## config.mk

```make
export PLATFORM = sky130hd
export DESIGN_NAME = real_bits_deser
export DESIGN_NICKNAME = d
export VERILOG_FILES = /design/src/rtl/real_bits_deser.sv
export SDC_FILE = /design/constraint.sdc
export NUM_CORES = 1
export LEC_CHECK = 0
export CORE_MARGIN = 5
export CORE_UTILIZATION = 42
export DETAILED_ROUTE_END_ITERATION = 10
export GPL_TIMING_DRIVEN = 0
export HOLD_SLACK_MARGIN = 0.08
export PLACE_DENSITY = 0.66
export SETUP_SLACK_MARGIN = 0.2
export SLEW_MARGIN = 5
export SYNTH_ARGS = -nofsm -noshare
export SYNTH_HDL_FRONTEND = slang
export SYNTH_SLANG_ARGS = --single-unit
```

## constraint.sdc

```tcl
create_clock -name clk -period 2.2 [get_ports clk]
set_clock_uncertainty 0.2 [all_clocks]
set_input_delay 0.22 -clock clk [delete_from_list [all_inputs] [get_ports clk]]
set_output_delay 0.22 -clock clk [all_outputs]
set_load 0.01 [all_outputs]
```

## src/rtl/real_bits_deser.sv

```systemverilog
// rtl/real_bits_deser.sv - reassembles 64-bit IEEE-754 double patterns from BEAT_W-bit stream beats
// Little-endian beat order, registered classification flags, framing error pulse.
module real_bits_deser #(
  parameter int BEAT_W = 16
) (
  input  logic              clk,
  input  logic              rst_n,
  input  logic              in_valid,
  output logic              in_ready,
  input  logic [BEAT_W-1:0] in_data,
  input  logic              in_last,
  output logic              out_valid,
  input  logic              out_ready,
  output logic [63:0]       out_bits,
  output logic              out_sign,
  output logic              out_is_zero,
  output logic              out_is_inf,
  output logic              out_is_nan,
  output logic              err_frame
);

  localparam int BEATS = 64 / BEAT_W;
  localparam int CNT_W = (BEATS > 1) ? $clog2(BEATS) : 1;
  localparam logic [CNT_W-1:0] LAST_CNT = CNT_W'(BEATS - 1);

  generate
    if (BEAT_W != 8 && BEAT_W != 16 && BEAT_W != 32 && BEAT_W != 64) begin : g_bad_beat_w
      $error("real_bits_deser: BEAT_W must be 8, 16, 32 or 64");
    end
  endgenerate

  logic [CNT_W-1:0] r_cnt;
  logic [63:0]      r_buf;
  logic             r_out_valid;
  logic [63:0]      r_out_bits;
  logic             r_is_zero;
  logic             r_is_inf;
  logic             r_is_nan;
  logic             r_err;

  logic        w_last_slot;
  logic        w_acc;
  logic        w_done;
  logic        w_err;
  logic [63:0] w_frame;
  logic [10:0] w_exp;
  logic [51:0] w_man;

  assign w_last_slot = (r_cnt == LAST_CNT);
  // Only the final slot has to wait for the output register to drain.
  assign in_ready    = !w_last_slot || !r_out_valid || out_ready;
  assign w_acc       = in_valid && in_ready;
  assign w_done      = w_acc && w_last_slot && in_last;
  assign w_err       = w_acc && (w_last_slot ? !in_last : in_last);

  always_comb begin
    w_frame = r_buf;
    w_frame[(BEATS-1)*BEAT_W +: BEAT_W] = in_data;
  end

  assign w_exp = w_frame[62:52];
  assign w_man = w_frame[51:0];

  always_ff @(posedge clk or negedge rst_n) begin
    if (!rst_n) begin
      r_cnt       <= '0;
      r_buf       <= '0;
      r_out_valid <= 1'b0;
      r_out_bits  <= '0;
      r_is_zero   <= 1'b0;
      r_is_inf    <= 1'b0;
      r_is_nan    <= 1'b0;
      r_err       <= 1'b0;
    end else begin
      r_err <= w_err;
      if (w_acc) begin
        r_cnt <= (w_last_slot || in_last) ? '0 : r_cnt + CNT_W'(1);
        for (int k = 0; k < BEATS; k++) begin
          if (r_cnt == CNT_W'(k)) r_buf[k*BEAT_W +: BEAT_W] <= in_data;
        end
      end
      if (w_done) begin
        r_out_valid <= 1'b1;
        r_out_bits  <= w_frame;
        r_is_zero   <= (w_exp == 11'h000) && (w_man == '0);
        r_is_inf    <= (w_exp == 11'h7FF) && (w_man == '0);
        r_is_nan    <= (w_exp == 11'h7FF) && (w_man != '0);
      end else if (out_ready) begin
        r_out_valid <= 1'b0;
      end
    end
  end

  assign out_valid   = r_out_valid;
  assign out_bits    = r_out_bits;
  assign out_sign    = r_out_bits[63];
  assign out_is_zero = r_is_zero;
  assign out_is_inf  = r_is_inf;
  assign out_is_nan  = r_is_nan;
  assign err_frame   = r_err;

endmodule
```

Yosys cells after proc, flatten, opt, wreduce, memory -nomap -nowiden
Cells that the tools add are included.
{"block": "word_totals", "ff_bits": 119, "latchBits": 0, "mem_bits_rw": 0, "rom_bits": 0, "input_bits": 21, "output_inout_bits": 71, "wordCells": 40, "memories": 0}
{"block": "op_classes", "n_addsub": 1, "n_mul": 0, "n_div": 0, "order_cmp": 0, "n_eq_ne": 4, "n_shift": 0, "mux": 4, "n_bitwise": 0, "reduce_logical": 21}
{"op": "52-bit logical NOT", "n": 1}
{"op": "52-bit nonzero test", "n": 1}
{"op": "11-bit equality test, second input constant", "n": 1}
{"op": "11-bit logical NOT", "n": 1}
{"op": "1-bit logical AND", "n": 7}
{"op": "2-bit AND reduction", "n": 3}
{"op": "2-bit equality test, second input constant", "n": 2}
{"op": "1-bit logical NOT", "n": 3}
{"op": "1-bit logical OR", "n": 3}
{"op": "1-bit 2-to-1 mux", "n": 3}
{"op": "2-bit by 1-bit adder with 2-bit output, second input constant", "n": 1}
{"op": "2-bit by 1-bit equality test with 1-bit output, second input constant", "n": 1}
{"op": "2-bit logical NOT", "n": 1}
{"op": "2-bit 2-to-1 mux", "n": 1}
{"op": "2-bit nonzero test", "n": 1}

Logic depth before layout (Yosys ltp)
{"block": "logic_depth", "depth_word": 8, "ltp_mapped": 8, "mapped_depth_nobuf": 5}

Worst setup path before layout
OpenSTA, ideal clock, no wires.
{"block": "synth_path", "path_type": "reg-to-reg", "startpoint": "register r_cnt[0]", "endpoint": "register r_buf[10]", "setup_ps": 125, "t_arrival_ps": 1521, "required_time_ps": 1875, "slack_ps": 354, "stages_incl_launch_ff": 8, "n_path_buf": 2, "period_less_slack_ps": 1846, "path_cell_list": "dfrtp_1 -> ha_1 -> nand3b_4 -> and2_4 -> buf_12 -> nand2_8 -> buf_12 -> mux2_4"}
{"block": "synth_via", "elab_chain_cells": 6, "elab_cells_between_ends": 7, "cone_classes": "1 x eq/ne; 6 x reduce/logical"}
{"item": "from (decl)", "line": "32", "text": "logic [CNT_W-1:0] r_cnt;"}
{"item": "from (signal assigned)", "line": "77", "text": "r_cnt <= (w_last_slot || in_last) ? '0 : r_cnt + CNT_W'(1);"}
{"item": "2-bit equality test"}
{"item": "1-bit logical NOT", "line": "51", "text": "assign in_ready = !w_last_slot || !r_out_valid || out_ready;"}
{"item": "1-bit logical OR (2 in series)", "line": "51"}
{"item": "named net in_ready", "line": "9", "text": "output logic in_ready,"}
{"item": "1-bit logical AND", "line": "52", "text": "assign w_acc = in_valid && in_ready;"}
{"item": "2-bit AND reduction (no source line)"}
{"item": "to (signal, indexed assignment)", "line": "79", "text": "if (r_cnt == CNT_W'(k)) r_buf[k*BEAT_W +: BEAT_W] <= in_data;"}
{"item": "to (decl)", "line": "33", "text": "logic [63:0] r_buf;"}
The timed path passes the listed nets, and every way through them passes these cells.
A chain may end at the register's enable or synchronous reset.

Final worst setup path
{"block": "layout_path", "startpoint": "register r_buf[43]", "endpoint": "register r_is_nan, in the netlist out_is_nan"}
{"block": "layout_via", "elab_chain_cells": 2}
{"item": "52-bit nonzero test", "line": "87", "text": "r_is_nan <= (w_exp == 11'h7FF) && (w_man != '0);"}
{"item": "1-bit logical AND", "line": "87"}
{"item": "to (signal assigned)", "line": "87"}
{"item": "to (decl)", "line": "38", "text": "logic r_is_nan;"}
No other way between the ends.

==> flow_summary.json <==
{
  "run_status": "finished, final reports clean",
  "synthesis.instances": 436,
  "grt_most_used_layer": "met2",
  "classification_of_the_worst_slack_hold_path": "input pin to async pin",
  "critical_path.cell_chain": "nor4_1, nand4_1, nor4_4, o21ai_0",
  "gr-usage-met3_pct": 4.92,
  "groute.usage.overall_pct": 17.7,
  "synthesis_stage_register_bit_count": 119,
  "post-cts-setup-buffer-count": 0,
  "critical_path_endpoint_category": "flop",
  "ys_types": 26,
  "vdd_drop_max_v": 0.000658,
  "grt_pass1_vias": 3726,
  "yosys.area.top_type_share_pct": 60.3,
  "initial_utilization_pct": 43.1,
  "final_cell_area_mm2": 0.00661,
  "drt_first_pass_iters": 4,
  "max_stage_delay_ns": 0.44,
  "power.static_leakage_nw": 3.29,
  "power.switching_mw": 2.54,
  "groute.layer.met2.usage_pct": 28.0,
  "synthArstFlopShare_pct": 100,
  "detail_route.vias_per_cell": 5.01,
  "grt_first_pass_wirelength_um": 19600,
  "drtIter0Drc": 297,
  "areal_power_density_over_the_cells_mw_per_mm2": 1330,
  "drt_wl_total_um": 11900,
  "layout.nets": 574,
  "comb_power_share_pct": 29.6,
  "clock_power_share_pct": 28.4,
  "slew_viol_final": 0,
  "slowest_stage": "sky130_fd_sc_hd__dfrtp_1",
  "ys_top_cells_by_count": "sky130_fd_sc_hd__nand2_1 (195), sky130_fd_sc_hd__dfrtp_1 (119), sky130_fd_sc_hd__mux2_4 (30)",
  "place_hpwl_um": 8340,
  "top_level_ports": 92,
  "post-route-min-period_ns": 1.91,
  "grt_use_met1_pct": 23.1,
  "timing_worst_setup_path_type": "flop to flop",
  "multi_input_area_mm2": 0.00180,
  "final.period_utilization_pct": 87.0,
  "synth_top_cells_by_area": "sky130_fd_sc_hd__dfrtp_1 (60%), sky130_fd_sc_hd__nand2_1 (15%), sky130_fd_sc_hd__mux2_4 (9.1%), sky130_fd_sc_hd__mux2_2 (4.1%), sky130_fd_sc_hd__nor4_1 (1.9%)",
  "synth_sequential_area_ratio_pct": 60.3,
  "synth.avg_cell_area_um2": 11.3,
  "timing.setup.tns_ns": 0,
  "routed-via-count": 3505,
  "core_region_area_mm2": 0.0115,
  "rows": 39,
  "predominant_post_synthesis_flop_cell": "sky130_fd_sc_hd__dfrtp_1",
  "timing.final.hold_violations": 0,
  "fp.dieArea_mm2": 0.0140,
  "port_buffers": 91,
  "layout_setup_ws_ns": 0.287,
  "tritoncts_clock_tree": "done",
  "route.detailed.wl_per_inst_um": 17.0,
  "timing.critical_path.arrival_ns": 1.99,
  "synth_edf_count": 0,
  "worst_ep_required_time_ns": 2.27,
  "power.switching_fraction_pct": 28.9,
  "clock_sinks": 119,
  "max-slew-margin-rel_pct": 66.3,
  "synth_nets": 462,
  "grt_overflow_total": 0,
  "timing.critical_path.from_type": "flop",
  "total_cts_buffers": 17,
  "antenna_violating_nets_post_route": 0,
  "grt_max_degree": 84,
  "critical_path.top_delay_family": "simple AND/OR/NAND/NOR gates",
  "die-width_um": 118,
  "path_buf_inv": 0,
  "timing.final.setup_violations": 0,
  "rsz_0062_raised_after_global_routing": "false",
  "clock_transition_at_the_register_clock_pins_on_the_worst_setup_and_hold_paths_after_cts_ns": 0.05,
  "die_height_um": 118,
  "clock_path_buffers": 2,
  "yosysTopAreaCell": "sky130_fd_sc_hd__dfrtp_1",
  "seq_power_share_pct": 42.0,
  "cts_root_buf": "sky130_fd_sc_hd__clkbuf_16",
  "clk_latency_ns": 0.41,
  "internal_power_mw": 6.27,
  "gpl.final_weighted_congestion": 0.798,
  "antenna_cells": 0,
  "filler_cell_count": 972,
  "place_worst_setup_slack_ns": -0.0561,
  "synth.cell_area_mm2": 0.00494,
  "yosysMostFrequentCell": "sky130_fd_sc_hd__nand2_1",
  "whs_ns": 0.0756,
  "detailed_place.area_mm2": 0.00606,
  "htree_num_levels": 4,
  "timing_worst_slew_pin_value_ns": 0.504,
  "drc_errors": 0,
  "grt_antenna_before_repair": 0,
  "crit_path_max_fanout": 3,
  "final_layout_size_suffix_gt1_share_pct": 18.3,
  "cap_viol_max_count": 0,
  "yosys_warnings": 0,
  "flow.area_growth_from_synthesis_pct": 33.9,
  "fmax_ghz": 0.523,
  "final_standard_cell_utilization_of_the_core_pct": 57.7,
  "total_area_of_sequential_cells_mm2": 0.00298
}
==> sequential cells by signal, indices dropped and copies added (netlist names) <==
register and flops:
err_frame 1, out_bits 64, out_is_inf 1, out_is_nan 1
out_is_zero 1, out_valid 1, r_buf 48, r_cnt 2
==> cells by family after synthesis <==
family                   count (synthesis)  synth area share, %
multiplexers                            48                 13.2
AO/OA/AOI/OAI                            5                0.659
AND/OR/NAND/NOR                        235                 20.9
adder cells (fa/ha/maj)                  5                 1.27
flip-flops                             119                 60.3
buffers and inverters                   24                 3.60
==> metal layers <==
layer,part of all wire [%],vias to the layer above
met2,48,97
met1,44,1735
met4,2.2,0
met5,0,-
met3,6.6,20
li1,-,1653
==> metrics by stage <==
stage / total power, mW / cells
floorplan: 4.84 / 436
CTS: 8.88 / 700
global route: 9.29 / 700
detailed placement: 6.35 / 671
global placement: 6.27 / 670
finish: 8.81 / 700
==> worst register-to-register path: stages, from the launching register on <==
cell,delay (ns)
sky130_fd_sc_hd__dfrtp_1,0.44
sky130_fd_sc_hd__nor4_1,0.43
sky130_fd_sc_hd__nand4_1,0.21
sky130_fd_sc_hd__nor4_4,0.35
sky130_fd_sc_hd__o21ai_0,0.15
==> final cells by class <==
type	count	area share, %
multi-input combinational	293	27.2
tap	143	2.71
inverter	4	0.227
clock buffer	23	7.23
sequential	119	45.0
timing repair buffer	93	14.3
buffer	20	2.55
clock inverter	5	0.757
==> cells in the final DEF (no fill, tap or decap), types with 5 or more instances in the layout <==
cell	instances
sky130_fd_sc_hd__nor4_1	15
sky130_fd_sc_hd__mux2_4	30
sky130_fd_sc_hd__nand2_1	195
sky130_fd_sc_hd__mux2_2	18
sky130_fd_sc_hd__dfrtp_1	119
sky130_fd_sc_hd__buf_2	8
sky130_fd_sc_hd__clkbuf_16	17
sky130_fd_sc_hd__nand3_1	6
sky130_fd_sc_hd__clkdlybuf4s50_1	89
sky130_fd_sc_hd__clkbuf_1	5
==> power by group through the flow <==
stage	clock network [mW]	registers, mW	logic, mW
floorplan	0	3.81	1.03
global route	2.64	3.82	2.83
finish	2.50	3.70	2.60
global placement	0	3.71	2.57
CTS	2.53	3.70	2.65
detailed placement	0	3.72	2.63
==> final timing paths <==
path	start	endpoint	slack [ns]	cells past startpoint
max	r_buf[43]	out_is_nan	0.29	4
min	rst_n	out_bits[42]	0.08	2
max reg2reg	r_buf[43]	out_is_nan	0.29	4
min reg2reg	out_bits[42]	out_bits[42]	0.27	2
max in group asynchronous	rst_n	r_buf[38]	1.02	3
min in group clk	out_bits[42]	out_bits[42]	0.27	2
==> what timing repair did <==
item                                    in CTS  in global routing
endpoints found under the setup margin      50                 61
endpoints found under the hold margin      119                  0
gates resized for setup                      2                  9
hold buffers                                 1                  0
(Power assumes the default switching activity.)
